## config.mk

```make
export PLATFORM = sky130hd
export DESIGN_NAME = act_tile_feeder
export DESIGN_NICKNAME = d
export VERILOG_FILES = /design/src/rtl/act_tile_feeder.sv
export SDC_FILE = /design/constraint.sdc
export NUM_CORES = 1
export LEC_CHECK = 0
export CAP_MARGIN = 5
export CORE_MARGIN = 2
export CORE_UTILIZATION = 45
export CTS_BUF_LIST = sky130_fd_sc_hd__clkbuf_2
export DETAILED_ROUTE_END_ITERATION = 6
export PLACE_DENSITY = 0.65
export SLEW_MARGIN = 30
export SYNTH_ARGS = -nofsm -noshare
export SYNTH_HDL_FRONTEND = slang
export SYNTH_SLANG_ARGS = --single-unit
```

## constraint.sdc

```tcl
create_clock -name clk -period 4.15 [get_ports clk]
set_clock_uncertainty 0.1 [all_clocks]
set_input_delay 0.415 -clock clk [delete_from_list [all_inputs] [get_ports clk]]
set_output_delay 0.415 -clock clk [all_outputs]
set_load 0.05 [all_outputs]
```

## src/rtl/act_tile_feeder.sv

```systemverilog
// Activation tile buffer feeding the systolic array's skew delay lines.
// Loads R rows, streams them on start, then emits L-1 zero flush cycles.
module act_tile_feeder #(
   parameter int B = 8,
   parameter int L = 4,
   parameter int R = 8
) (
   input  logic           clk,
   input  logic           rst,
   input  logic [L*B-1:0] in_data,
   input  logic           in_valid,
   output logic           in_ready,
   input  logic           start,
   input  logic           reuse,
   output logic [L*B-1:0] out_data,
   output logic           out_valid,
   output logic           out_last,
   output logic           busy,
   output logic           done
);
   typedef enum logic [1:0] {LOAD, READY, STREAM, FLUSH} state_t;

   localparam int RW = $clog2(R);
   localparam int FW = (L > 2) ? $clog2(L) : 1;
   localparam logic [RW-1:0] R_LAST  = RW'(R - 1);
   localparam logic [FW-1:0] FL_LAST = (L > 1) ? FW'(L - 2) : '0;

   state_t          state, nstate;
   logic [RW-1:0]   wr_cnt, wr_n, rd_cnt, rd_n;
   logic [FW-1:0]   fl_cnt, fl_n;
   logic            reuse_q, reuse_n, done_n, we;
   logic [L*B-1:0]  mem [R];

   always_comb begin
      nstate  = state;
      wr_n    = wr_cnt;
      rd_n    = rd_cnt;
      fl_n    = fl_cnt;
      reuse_n = reuse_q;
      done_n  = 1'b0;
      we      = 1'b0;
      case (state)
         LOAD: begin
            // start is deliberately not looked at here, even on the final row
            if (in_valid && in_ready) begin
               we = 1'b1;
               if (wr_cnt == R_LAST) begin
                  wr_n   = '0;
                  nstate = READY;
               end else begin
                  wr_n = wr_cnt + 1'b1;
               end
            end
         end
         READY: begin
            if (start) begin
               reuse_n = reuse;
               rd_n    = '0;
               nstate  = STREAM;
            end
         end
         STREAM: begin
            if (rd_cnt == R_LAST) begin
               if (L > 1) begin
                  fl_n   = '0;
                  nstate = FLUSH;
               end else begin
                  done_n = 1'b1;
                  nstate = reuse_q ? READY : LOAD;
               end
            end else begin
               rd_n = rd_cnt + 1'b1;
            end
         end
         FLUSH: begin
            if (fl_cnt == FL_LAST) begin
               done_n = 1'b1;
               nstate = reuse_q ? READY : LOAD;
            end else begin
               fl_n = fl_cnt + 1'b1;
            end
         end
         default: nstate = LOAD;
      endcase
   end

   // Buffer is intentionally left out of reset.
   always_ff @(posedge clk) begin
      if (we) mem[wr_cnt] <= in_data;
   end

   // Outputs are registered from the next-state view so row i lands in t+1+i.
   always_ff @(posedge clk) begin
      if (rst) begin
         state     <= LOAD;
         wr_cnt    <= '0;
         rd_cnt    <= '0;
         fl_cnt    <= '0;
         reuse_q   <= 1'b0;
         in_ready  <= 1'b1;
         out_data  <= '0;
         out_valid <= 1'b0;
         out_last  <= 1'b0;
         busy      <= 1'b0;
         done      <= 1'b0;
      end else begin
         state     <= nstate;
         wr_cnt    <= wr_n;
         rd_cnt    <= rd_n;
         fl_cnt    <= fl_n;
         reuse_q   <= reuse_n;
         in_ready  <= (nstate == LOAD);
         out_data  <= (nstate == STREAM) ? mem[rd_n] : '0;
         out_valid <= (nstate == STREAM);
         out_last  <= (nstate == STREAM) && (rd_n == R_LAST);
         busy      <= (nstate == STREAM) || (nstate == FLUSH);
         done      <= done_n;
      end
   end
endmodule

```

# == Yosys cells after proc, flatten, opt, wreduce, memory -nomap -nowiden ==
# Memories as Yosys holds them, arrays and structs flattened. A register that Yosys moved wholly into a read port is not among the register bits.
# Index checks and enable logic that the tools add are counted.
# W data, S select, Z words.
# word_totals
regBits,16
latch_bits,0
ram_bits,256
rom_bits,0
in_bits,37
output_inout_bits,37
wordCells,57
mem_count,1
# op_classes
addsub,3
multipliers,0
div_mod_pow,0
n_lt_le_gt_ge,0
n_eq_ne,11
shift,0
muxes,19
bitwise,2
reduce_logical,11
# mem_list
memory,depth,width,read_ports,rd_clocked_by_memory_dff,wr,line_no,source
mem,8,32,1,1,1,32,logic [L*B-1:0] mem [R];
# op_table
cell,n
$mux W2,7
$eq A2 B2 Y1 const B,5
$eq A3 B3 Y1 const B,3
$mux W3,3
$pmux W2 S4,1
$add A3 B1 Y3 const B,2
$mux W1,6
$pmux W3 S2,1
$logic_not A2 Y1,2
$ne A2 B2 Y1 const B,2
$pmux W2 S2,1
$reduce_and A2 Y1,2
$reduce_or A2 Y1,2
$reduce_and A3 Y1,1
$add A2 B1 Y2 const B,1
$eq A2 B1 Y1 const B,1
$logic_and A1 B1 Y1,2
$not A1 Y1,2
$reduce_bool A2 Y1,1
$logic_or A1 B1 Y1,1

# == Longest topological paths before layout ==
# logic_depth
ltp_word,7
ltp_mapped,10
mapped_depth_nobuf,8

# == Worst setup path after synthesis ==
# No wires, ideal clock.
# synth_path
kind,register to register
startpoint,reg busy (netlist name)
endpoint,mem mem[0][0] (netlist name) (enable)
setup_time_ns,0.503
arrival_ns,4.250
required_ns,3.547
slack_ns,-0.703
path_stages_with_launch,5
path_buffers,0
period_less_slack_ns,4.853
path_cell_list,dfxtp_1 -> inv_1 -> ha_1 -> nand3_1 -> nor4_1
# synth_rtl
element,line_no
to (decl),32

==> results.md <==
- Status: complete, no violations
- Number of vias per cell: 5.301
- Fin Setup TNS: 0 ps
- Setup crit start kind: flop
- Die Area: 26530 µm²
- Power Density: 436.5 nW/µm²
- Number of endpoints failing setup at the final stage: 0
- TritonCTS clock tree: done
- Crit path cell chain: inv_1, ha_1, a21boi_2, mux2i_1, a2bb2oi_4, buf_12, a21oi_1, a32o_1, o22ai_1
- Clock latency on the worst-skew pair: 820 ps
- Max-cap violations: 0
- Vertical extent of the die: 162.9 µm
- Clock Root Buffer: sky130_fd_sc_hd__clkbuf_2
- Setup CP Type: flop to flop
- Final number of hold-violating endpoints: 0
- Syn Std Cell Area: 11360 µm²
- CP required: 4720 ps
- Peak supply drop: 0.2096 mV
- Drt initial violations: 486
- Max Buffers Root-to-Sink: 3
- CP max-delay cell: sky130_fd_sc_hd__a2bb2oi_4
- Routability-driven placement congestion ratio: 0.7192
- Yosys warning count: 0
- Critical path endpoint category: flop
- RSZ-0062 raised after global routing: no
- Vias after detailed routing: 6939
- Number of buffers inserted by port buffering: 73
- Worst hold path type: input pin to flop
- Worst-path fanout max: 66
- Average wire per cell in the routed design: 18.31 µm
- Highest clock frequency the design can meet: 0.3419 GHz
- Mean instance size in the synthesized netlist: 14.38 µm²
- Distinct cell type count of the synthesized netlist: 35
- P&R area growth vs syn: 16.79%
- Max incr delay on CP: 590 ps
- Detailed Route WL: 23970 µm
- Largest net degree at the start of global routing: 67
- Final net count: 962
- Power after layout: 5.790 mW
- Global routing usage summed across all routing layers: 18.50%
- Top-level I/O count: 74
- First-pass GRT wire length: 37520 µm
- Starting utilization of the core area: 45.50%
- Leakage power total: 4.444 nW
- Layout cells sized above 1: 16.87%
- Final count of pins violating max slew: 0
- Proportion of synthesized chip area in sequential cells: 75.96%
- Slew at the pin with the worst max-slew slack: 963.4 ps
- Nets in the synthesized netlist: 835
- TritonCTS buffer count: 76
- Overall overflow remaining after global route: 0
- Via count of the first global-routing pass: 6910
- Crit share post-route: 70.48%
- Combined buffer and inverter count along the critical path: 2
- Total DRC errors in the routed layout: 0
- Number of antenna violations at the first check in global routing: 1
- Top delay family on crit path: compound AO/OA/AOI/OAI gates
- HPWL after detailed placement: 12970 µm
- Clock tree sinks: 303
- First-pass detailed-route iteration total: 5
- Commonest non-fill, non-tap cell in the layout: sky130_fd_sc_hd__edfxtp_1
- Data arrival time at the worst-slack endpoint: 3500 ps
- Most used cells in the layout excluding fill and tap cells: sky130_fd_sc_hd__edfxtp_1 (256), sky130_fd_sc_hd__nand2_1 (195), sky130_fd_sc_hd__clkbuf_2 (117)
- Fill cells: 2158
- Floorplan core area: 24960 µm²
- Clock input transition at the sequential cells of the worst setup and hold paths: 100 ps
- Horizontal die dimension: 162.9 µm
- Site row count: 58
- Yosys reg bits: 303
- Final min period: 2925 ps
- Number of antenna-violating nets in the routed design: 0
- Slew headroom: 35.55%
- Htree depth: 3
- Cells after synthesis: 790
==> worst paths after layout <==
path	startpoint	end	slack, ps	depth (start not counted)
max	busy	out_data[15]	1230	9
min	start	reuse_q	150	3
max reg2reg	busy	out_data[15]	1230	9
min reg2reg	reuse_q	reuse_q	370	2
==> cells by family (layout without fill, tap and decap cells) <==
family	after synthesis	after routing	share of synthesized area, %
DFF	303	303	75.96
and+or+nand+nor	237	237	8.416
AOI/OAI and AO/OA	185	185	11.76
buffers and inverters	54	242	2.710
adders and majority gates	8	8	0.8813
muxes	3	3	0.2644
other	0	1	0
==> sequential cells by signal, summed over array words and instances, names as in the netlist, 2 cells and up <==
name,cells
fl_cnt,2
mem,256
out_data,32
rd_cnt,3
wr_cnt,3
==> worst min-delay path: stages <==
cell                              delay [ps]
sky130_fd_sc_hd__clkdlybuf4s50_1         450
sky130_fd_sc_hd__nand3_1                 100
sky130_fd_sc_hd__a21oi_1                  60
==> layer usage <==
layer / vias up / routed length [µm] / GRT usage [%]
met5: - / 0 / 0
li1: 3306 / - / -
met2: 197 / 11470 / 29.43
met4: 0 / 406 / 7.562
met3: 39 / 1227 / 4.151
met1: 3397 / 10860 / 24.77
==> final cells by class <==
class	instances	area (µm²)	share of cell area, %
well taps	330	412.9	3.113
inverters	5	18.77	0.1415
multi-input cells	433	2516	18.97
flip-flops and latches	303	8628	65.04
repair buffers	98	970.9	7.319
clock inverters	22	130.1	0.9810
clock buffers	117	585.6	4.414
diodes	1	2.502	0.01886
==> synth_stat cells (all sizes together) <==
| cell | n | area, µm² |
|---|---|---|
| o22ai | 32 | 200.2 |
| a31oi | 1 | 6.260 |
| nor2 | 12 | 45.04 |
| nor2b | 5 | 31.28 |
| nand2b | 3 | 18.77 |
| buf | 47 | 281.5 |
| edfxtp | 256 | 7687 |
| a21boi | 1 | 11.26 |
| and3b | 1 | 8.760 |
| nor4 | 2 | 12.51 |
| o21ai | 8 | 47.54 |
| inv | 5 | 18.77 |
| a22oi | 1 | 21.27 |
| ha | 8 | 100.1 |
| nand2 | 196 | 735.7 |
| o32ai | 1 | 8.760 |
| clkbuf | 2 | 7.510 |
| and2 | 4 | 28.78 |
| o21a | 1 | 7.510 |
| mux2i | 3 | 30.03 |
| a21oi | 74 | 370.4 |
| a32o | 63 | 630.6 |
| a22o | 2 | 17.52 |
| dfxtp | 47 | 940.9 |
| nor3b | 1 | 7.510 |
| and3 | 2 | 12.51 |
| a2bb2oi | 1 | 15.01 |
| nor3 | 8 | 40.04 |
| nand3 | 3 | 15.01 |
==> stage by stage <==
stage	hold slack, ps	util (%)	setup slack, ps	cell area (µm²)	instances
6_report	145.5	53.14	1225	13270	1309
5_1_grt	96.96	53.14	936.7	13270	1309
4_1_cts	71.60	53.13	1189	13260	1308
3_5_place_dp	361.3	50.22	1174	12540	1168
3_3_place_gp	352.1	50.22	1202	12540	1168
2_1_floorplan	336.7	-	157.2	11360	790
==> report_power, final <==
part	switching [mW]	internal (mW)	leakage, nW
clock network	1.17	0.817	0.537
logic	0.209	0.134	1.21
registers	0.0366	3.43	2.70
==> what timing repair did <==
item | in CTS | in global routing
setup buffers | 0 | 0
gates resized for setup | 0 | 0
hold endpoints to repair | 1 | 0
hold buffers | 1 | 0
Note: power is estimated with default switching activity, not from simulation.
